--- src/rtl/interpreter_receiver_if.sv ---
// Link between the processor-side strobe/data source, the receiver, and the interpreter consumer.
// The master modport belongs to the environment (source and consumer). The slave modport belongs to the receiver.
interface interpreter_receiver_if #(
    parameter int unsigned DATA_W = 15,
    parameter int unsigned DEPTH  = 8
);
    logic                     strobe_in;
    logic [DATA_W-1:0]        data_in;
    logic [DATA_W-1:0]        word_out;
    logic                     word_valid;
    logic                     word_ready;
    logic [$clog2(DEPTH):0]   count;
    logic                     overflow;

    modport master (
        output strobe_in, data_in, word_ready,
        input  word_out, word_valid, count, overflow
    );

    modport slave (
        input  strobe_in, data_in, word_ready,
        output word_out, word_valid, count, overflow
    );
endinterface

--- src/rtl/interpreter_receiver.sv ---
// Interpreter-side receiver: synchronizes the processor strobe and captures one word per strobe rise.
// Captured words go into a show-ahead FIFO that is read through a valid/ready handshake.
module interpreter_receiver #(
    parameter int unsigned DATA_W      = 15,
    parameter int unsigned DEPTH       = 8,
    parameter int unsigned SYNC_STAGES = 2
) (
    input logic                  clk,
    input logic                  reset,
    interpreter_receiver_if.slave bus
);
    localparam int unsigned AW = $clog2(DEPTH);
    localparam int unsigned CW = AW + 1;

    logic [SYNC_STAGES-1:0] sync_q, sync_d;
    logic [SYNC_STAGES-1:0] fill_q, fill_d;
    logic                   prev_q;
    logic                   armed_q, armed_d;
    logic [AW-1:0]          wr_ptr_q, wr_ptr_d;
    logic [AW-1:0]          rd_ptr_q, rd_ptr_d;
    logic [CW-1:0]          count_q, count_d;
    logic                   overflow_q, overflow_d;
    logic [DATA_W-1:0]      mem_q [DEPTH];

    logic s_sync, rise, valid, full, pop, push;

    // fill_q marks chain stages that hold a post-reset sample, so the reset-cleared
    // zeros cannot arm the detector while the strobe is actually still high.
    always_comb begin
        sync_d = {sync_q[SYNC_STAGES-2:0], bus.strobe_in};
        fill_d = {fill_q[SYNC_STAGES-2:0], 1'b1};
    end

    assign s_sync  = sync_q[SYNC_STAGES-1];
    assign armed_d = armed_q | (fill_q[SYNC_STAGES-1] & ~s_sync);
    assign rise    = s_sync & ~prev_q & armed_q;

    assign valid = (count_q != '0);
    assign full  = (count_q == CW'(DEPTH));
    assign pop   = valid & bus.word_ready;
    assign push  = rise & (~full | pop);

    always_comb begin
        wr_ptr_d   = wr_ptr_q + AW'(push);
        rd_ptr_d   = rd_ptr_q + AW'(pop);
        overflow_d = overflow_q | (rise & full & ~pop);
        count_d    = count_q;
        case ({push, pop})
            2'b10:   count_d = count_q + CW'(1);
            2'b01:   count_d = count_q - CW'(1);
            default: count_d = count_q;
        endcase
    end

    always_ff @(posedge clk) begin
        if (reset) begin
            sync_q     <= '0;
            fill_q     <= '0;
            prev_q     <= 1'b0;
            armed_q    <= 1'b0;
            wr_ptr_q   <= '0;
            rd_ptr_q   <= '0;
            count_q    <= '0;
            overflow_q <= 1'b0;
        end else begin
            sync_q     <= sync_d;
            fill_q     <= fill_d;
            prev_q     <= s_sync;
            armed_q    <= armed_d;
            wr_ptr_q   <= wr_ptr_d;
            rd_ptr_q   <= rd_ptr_d;
            count_q    <= count_d;
            overflow_q <= overflow_d;
        end
    end

    always_ff @(posedge clk) begin
        if (push) begin
            mem_q[wr_ptr_q] <= bus.data_in;
        end
    end

    assign bus.word_valid = valid;
    assign bus.word_out   = valid ? mem_q[rd_ptr_q] : '0;
    assign bus.count      = count_q;
    assign bus.overflow   = overflow_q;
endmodule

--- src/flat_wrapper.sv ---
// flat-port wrapper written by rule: the top's interface ports become plain ports
module interpreter_receiver_flat 
#(
    parameter int unsigned DATA_W      = 15,
    parameter int unsigned DEPTH       = 8,
    parameter int unsigned SYNC_STAGES = 2
)
  (clk, reset, bus_strobe_in, bus_data_in, bus_word_ready, bus_word_out, bus_word_valid, bus_count, bus_overflow);
  interpreter_receiver_if #(.DATA_W(DATA_W), .DEPTH(DEPTH)) bus_i ();
  input logic clk;
  input logic reset;
  input wire logic [$bits(bus_i.strobe_in)-1:0] bus_strobe_in;
  input wire logic [$bits(bus_i.data_in)-1:0] bus_data_in;
  input wire logic [$bits(bus_i.word_ready)-1:0] bus_word_ready;
  output wire logic [$bits(bus_i.word_out)-1:0] bus_word_out;
  output wire logic [$bits(bus_i.word_valid)-1:0] bus_word_valid;
  output wire logic [$bits(bus_i.count)-1:0] bus_count;
  output wire logic [$bits(bus_i.overflow)-1:0] bus_overflow;
  assign bus_i.strobe_in = bus_strobe_in;
  assign bus_i.data_in = bus_data_in;
  assign bus_i.word_ready = bus_word_ready;
  assign bus_word_out = bus_i.word_out;
  assign bus_word_valid = bus_i.word_valid;
  assign bus_count = bus_i.count;
  assign bus_overflow = bus_i.overflow;
  interpreter_receiver #(.DATA_W(DATA_W), .DEPTH(DEPTH), .SYNC_STAGES(SYNC_STAGES)) u_core (.clk(clk), .reset(reset), .bus(bus_i));
endmodule
--- config.mk ---
export PLATFORM = sky130hd
export DESIGN_NAME = interpreter_receiver_flat
export DESIGN_NICKNAME = d
export VERILOG_FILES = /design/src/rtl/interpreter_receiver_if.sv /design/src/rtl/interpreter_receiver.sv /design/src/flat_wrapper.sv
export SDC_FILE = /design/constraint.sdc
export NUM_CORES = 1
export LEC_CHECK = 0
export CORE_ASPECT_RATIO = 1.4
export CORE_MARGIN = 10
export CORE_UTILIZATION = 45
export DETAILED_ROUTE_END_ITERATION = 6
export HOLD_SLACK_MARGIN = 0.1
export REMOVE_ABC_BUFFERS = 1
export SYNTH_ARGS = -nofsm -noshare
export SYNTH_HDL_FRONTEND = slang
export SYNTH_SLANG_ARGS = --single-unit
--- constraint.sdc ---
create_clock -name clk -period 5.6 [get_ports clk]
set_input_delay 1.12 -clock clk [delete_from_list [all_inputs] [get_ports clk]]
set_output_delay 1.12 -clock clk [all_outputs]
set_load 0.005 [all_outputs]
==> results_dict.tcl, run 1 <==
set metrics [dict create \
    hold_viol_final 0 \
    remaining_drc_errors 0 \
    holdCritPathClass "register to register" \
    ant_nets 0 \
    sw_frac_of_total 0.204 \
    gp_congestion 0.678 \
    p_clk_frac 0.460 \
    fin_skew_ns 0.00673 \
    grt_max_degree 32 \
    final_common_cell "edfxtp_1" \
    clock_path_buffers 2 \
    nNetsFinal 350 \
    postSynthCellCount 274 \
    wire_per_inst_microns 20.6 \
    ir_worst_vdd_mv 0.207 \
    dieWidth_microns 112 \
    cellPowerDensity_nw_per_um2 342 \
    firstDrtPassIters 4 \
    worstSetupEndpointType "output port" \
    worst_pin_slew_ns 1.08 \
    p_int_uw 1770 \
    relSlewSlack 0.277 \
    numClockSinks 137 \
    core_area_sq_um 11800 \
    initial_utilization 0.456 \
    setup_tns_ns 0 \
    fill_cells 943 \
    synth_cell_types 36 \
    numCtsBuffers 17 \
    h-tree-depth 4 \
    hold_slack_ns 0.436 \
    post_cts_resized 0 \
    path_class "register to output port" \
    ios 40 \
    detailroute.via_count 2577 \
    num_rows 47 \
    fin_crit_sh 0.697 \
    viasPerCell 5.32 \
    grt_first_pass_wirelength_microns 15500 \
    syn-mean-instance-area_sq_um 19.6 \
    p_comb_frac 0.035 \
    max_cap_violations 0 \
    setup_viol 0 \
    antenna_found_initial 0 \
    area_growth_pct 21.0 \
    crit_required_ns 4.48 \
    pre_cts_ws_ns 2.05 \
    cpMaxStageDelayCell "dfxtp_2" \
    fp.dieH_microns 149 \
    dp_hpwl_microns 6010 \
    cp.arrival_ns 2.78 \
    p_leak_uw 0.00205 \
    routed_wl_microns 9970 \
    period_needed_ns 3.90 \
    ys_seq_area_frac 0.735 \
    seqPwrFrac 0.505 \
    overflow 0 \
    final_cell_mix "120 x edfxtp_1, 39 x clkdlybuf4s50_1, 30 x mux4_2" \
    postCtsSetupRepairBufs 0 \
    synth_warnings 0 \
    fmax_mhz 256 \
    n_antenna_cell 0 \
    synth_seq_cells 137 \
    path_cells "buf_4 > mux4_2 > mux2i_1 > nor2_1 > clkdlybuf4s50_1" \
    tritoncts "yes" \
    clkTransAtPathRegs_ns 0.06 \
    layout-drive-gt1-share 0.240 \
    startpoint_type "register" \
    grt.total_usage 0.124 \
    holdBufCountCts 0 \
    status "complete, no violations" \
    die_area_sq_um 16700 \
    io_buffers 39 \
    first_global_vias 2798 \
    rsz0062_at_grt "no" \
    syn-cell-area_sq_um 5360 \
    fin_ws_ns 1.70 \
    p_switching_uw 452 \
    drt_iter0_markers 68 \
    root_buffer "clkbuf_16" \
    clk_latency_ns 0.41 \
    crit_path_max_incr_delay_ns 0.71 \
    crit_fanout 17 \
    drv_slew 0 \
]
synthesized netlist by cell type (all sizes together):
cell	instances	share of area
nor4bb	1	0.0019
a21oi	4	0.0037
xnor2	2	0.0033
nor2	28	0.022
ha	7	0.016
xor2	3	0.0049
mux4	30	0.13
mux2i	16	0.030
and3b	1	0.0016
inv	4	0.0033
edfxtp	120	0.67
nand2	3	0.0035
nand2b	3	0.0035
nor4b	1	0.0016
or3	2	0.0033
clkbuf	2	0.0014
nor4	1	0.0012
buf	9	0.012
nand3	1	0.00093
a211o	1	0.0016
dfxtp	17	0.063
o21ai	4	0.0058
nand4	1	0.0012
nor2b	9	0.010
nor3	4	0.0047
registers in the layout (all words and copies together) (netlist names):
name	count
u_core.bus.count	4
u_core.wr_ptr_q	3
u_core.mem_q	120
u_core.rd_ptr_q	3
u_core.prev_q	1
u_core.armed_q	1
u_core.bus.overflow	1
u_core.sync_q	2
u_core.fill_q	2
stage by stage:
stage / utilization / power (uW) / std cells / area (sq um)
2_1_floorplan: - / 1180 / 263 / 5290
3_3_place_gp: 0.505 / 1220 / 452 / 5940
6_report: 0.552 / 2220 / 484 / 6490
3_5_place_dp: 0.505 / 1220 / 452 / 5940
5_1_grt: 0.552 / 2300 / 484 / 6490
4_1_cts: 0.552 / 2240 / 484 / 6490
routing by layer:
metal  global-route usage  wire length (microns)  vias to the layer above  part of all wire
li1                     -                      -                     1192                 -
met3               0.0378                    300                        7             0.030
met1                0.134                   4040                     1338              0.40
met2                0.221                   5510                       40              0.55
met5                    0                      0                        -                 0
met4               0.0458                    119                        0             0.012
power groups by stage:
stage	Clock [uW]	Combinational, uW	Sequential, uW
6_report	1020	78.1	1120
5_1_grt	1090	86.4	1120
4_1_cts	1040	80.7	1120
3_5_place_dp	0	80.3	1140
3_3_place_gp	0	78.8	1140
2_1_floorplan	0	32.6	1140
final timing paths:
path                  startpoint             endpoint  slack (ns)  cells past startpoint
max           u_core.rd_ptr_q[0]      bus_word_out[2]        1.70                      5
min             u_core.sync_q[0]     u_core.sync_q[1]        0.44                      1
max reg2reg  u_core.bus.count[1]  u_core.bus.count[2]        2.71                     10
min reg2reg     u_core.sync_q[0]     u_core.sync_q[1]        0.44                      1
worst max-delay path, delay by kind of cell (launching register included):
family                 cells  cell delay (ns)
and+or+nand+nor            1             0.07
muxes                      2             0.69
buffers and inverters      2             0.90
DFF                        1             0.71
cell type report:
class,count,area [sq um],area share
well taps,147,184,0.0283
repair buffers,42,413,0.0636
clock buffers,17,425,0.0656
multi-input cells,122,1380,0.212
clock inverters,15,128,0.0197
inverters,4,17.5,0.00270
flip-flops and latches,137,3950,0.608
logic make-up after synthesis:
family                   share of synthesized area
multiplexers                                 0.156
XOR/XNOR                                   0.00817
adder cells (fa/ha/maj)                     0.0163
flip-flops                                   0.735
buffers and inverters                       0.0170
AND/OR/NAND/NOR                             0.0562
AO/OA/AOI/OAI                               0.0112
No activity file was read; power rests on OpenSTA's default activity.
==> run 2, diff against run 1 <==
Settings changed: PLACE_DENSITY set to 0.66.
Clock period 5.6 ns to 3.5 ns, I/O delays scaled along.
==> results_dict.tcl, run 2 (synthesized netlist as in run 1, its figures left out) <==
set metrics [dict create \
    n_antenna_cell 0 \
    root_buffer "clkbuf_16" \
    ir_worst_vdd_mv 0.367 \
    detailroute.via_count 2632 \
    dp_hpwl_microns 6120 \
    viasPerCell 5.33 \
    grt_first_pass_wirelength_microns 16100 \
    h-tree-depth 4 \
    io_buffers 39 \
    drt_iter0_markers 130 \
    r2r_start "u_core.bus.count[1]" \
    ant_nets 0 \
    ios 40 \
    numClockSinks 137 \
    p_leak_uw 0.00215 \
    initial_utilization 0.456 \
    clk_latency_ns 0.41 \
    worst_pin_slew_ns 0.634 \
    firstDrtPassIters 4 \
    setup_viol 0 \
    sw_frac_of_total 0.180 \
    final_common_cell "edfxtp_1" \
    routed_wl_microns 9890 \
    holdCritPathClass "register to register" \
    cp-endpoint "bus_word_out[8]" \
    finalPower_uw 3690 \
    hold_viol_final 0 \
    largest_register_ff_count 120 \
    first_global_vias 2973 \
    cp.arrival_ns 2.49 \
    p_clk_frac 0.478 \
    fin_skew_ns 0.00606 \
    grt_max_degree 22 \
    path_class "register to output port" \
    postCtsSetupRepairBufs 0 \
    top_register "u_core.mem_q" \
    fp.dieH_microns 149 \
    path_cells "buf_12 > mux4_2 > mux2i_1 > nor2_1 > clkdlybuf4s50_1" \
    crit_fanout 13 \
    drv_slew 0 \
    wire_per_inst_microns 20.0 \
    startpoint_type "register" \
    grt.total_usage 0.126 \
    seqPwrFrac 0.486 \
    fill_cells 923 \
    nNetsFinal 362 \
    holdBufCountCts 0 \
    overflow 0 \
    crit_required_ns 2.80 \
    fin_crit_sh 0.912 \
    r2r_cells 9 \
    p_switching_uw 662 \
    cellPowerDensity_nw_per_um2 558 \
    relSlewSlack 0.576 \
    final_cell_mix "120 x edfxtp_1, 39 x clkdlybuf4s50_1, 30 x mux4_2" \
    cp-startpoint "u_core.rd_ptr_q[0]" \
    numCtsBuffers 17 \
    fmax_mhz 313 \
    dieWidth_microns 112 \
    worstSetupEndpointType "output port" \
    area_growth_pct 23.0 \
    max_cap_violations 0 \
    num_rows 47 \
    clock_path_buffers 2 \
    setup_tns_ns 0 \
    remaining_drc_errors 0 \
    period_needed_ns 3.19 \
    clkTransAtPathRegs_ns 0.05 \
    rsz0062_at_grt "no" \
    p_int_uw 3020 \
    post_cts_resized 0 \
    cpMaxStageDelayCell "dfxtp_2" \
    antenna_found_initial 0 \
    layout-drive-gt1-share 0.245 \
    tritoncts "yes" \
    core_area_sq_um 11800 \
    r2r_end "u_core.bus.count[2]" \
    status "complete, no violations" \
    r2r_slack_ns 0.96 \
    p_comb_frac 0.036 \
    crit_path_max_incr_delay_ns 0.59 \
    fin_util 0.561 \
    hold_slack_ns 0.450 \
    gp_congestion 0.702 \
    die_area_sq_um 16700 \
]
-- run 2: layout make-up --
| cell class | count | area, sq um | share of cell area |
|---|---|---|---|
| repair buffers | 54 | 515 | 0.0781 |
| flip-flops and latches | 137 | 3950 | 0.598 |
| clock inverters | 12 | 158 | 0.0239 |
| inverters | 4 | 17.5 | 0.00265 |
| well taps | 147 | 184 | 0.0279 |
| clock buffers | 18 | 429 | 0.0650 |
| multi-input cells | 122 | 1350 | 0.205 |
-- run 2: worst max-delay path, delay by kind of cell, from the launching register on --
family	cells	cell delay [ns]
multiplexers	2	0.75
buffers and inverters	2	0.68
AND/OR/NAND/NOR	1	0.07
flip-flops	1	0.59
-- run 2: how the worst min path moves through the flow --
stage | startpoint | to | cells after the start
2_1_floorplan | u_core.fill_q[0] | u_core.fill_q[1] | 1
3_3_place_gp | u_core.sync_q[0] | u_core.sync_q[1] | 1
3_5_place_dp | u_core.fill_q[0] | u_core.fill_q[1] | 1
4_1_cts | u_core.fill_q[0] | u_core.fill_q[1] | 1
5_1_grt | u_core.sync_q[0] | u_core.sync_q[1] | 1
6_report | u_core.fill_q[0] | u_core.fill_q[1] | 1
-- run 2: power by group through the flow --
stage | logic (uW) | clock network, uW | registers (uW)
4_1_cts | 135 | 1790 | 1790
3_5_place_dp | 134 | 0 | 1820
3_3_place_gp | 131 | 0 | 1820
2_1_floorplan | 52.2 | 0 | 1830
5_1_grt | 145 | 1870 | 1790
6_report | 131 | 1760 | 1790
-- run 2: routing by layer --
| layer | up-vias | GRT usage | wire length (microns) |
|---|---|---|---|
| li1 | 1210 | - | - |
| met1 | 1358 | 0.130 | 3810 |
| met2 | 54 | 0.230 | 5510 |
| met3 | 10 | 0.0419 | 452 |
| met4 | 0 | 0.0458 | 124 |
| met5 | - | 0 | 0 |
-- run 2: metrics by stage --
step	worst slack [ns]	area [sq um]	std cells
after floorplan	0.577	5290	263
after global placement	0.565	6010	464
after detailed placement	0.475	6010	464
after CTS	0.244	6600	494
after global routing	0.100	6600	494
final	0.309	6600	494
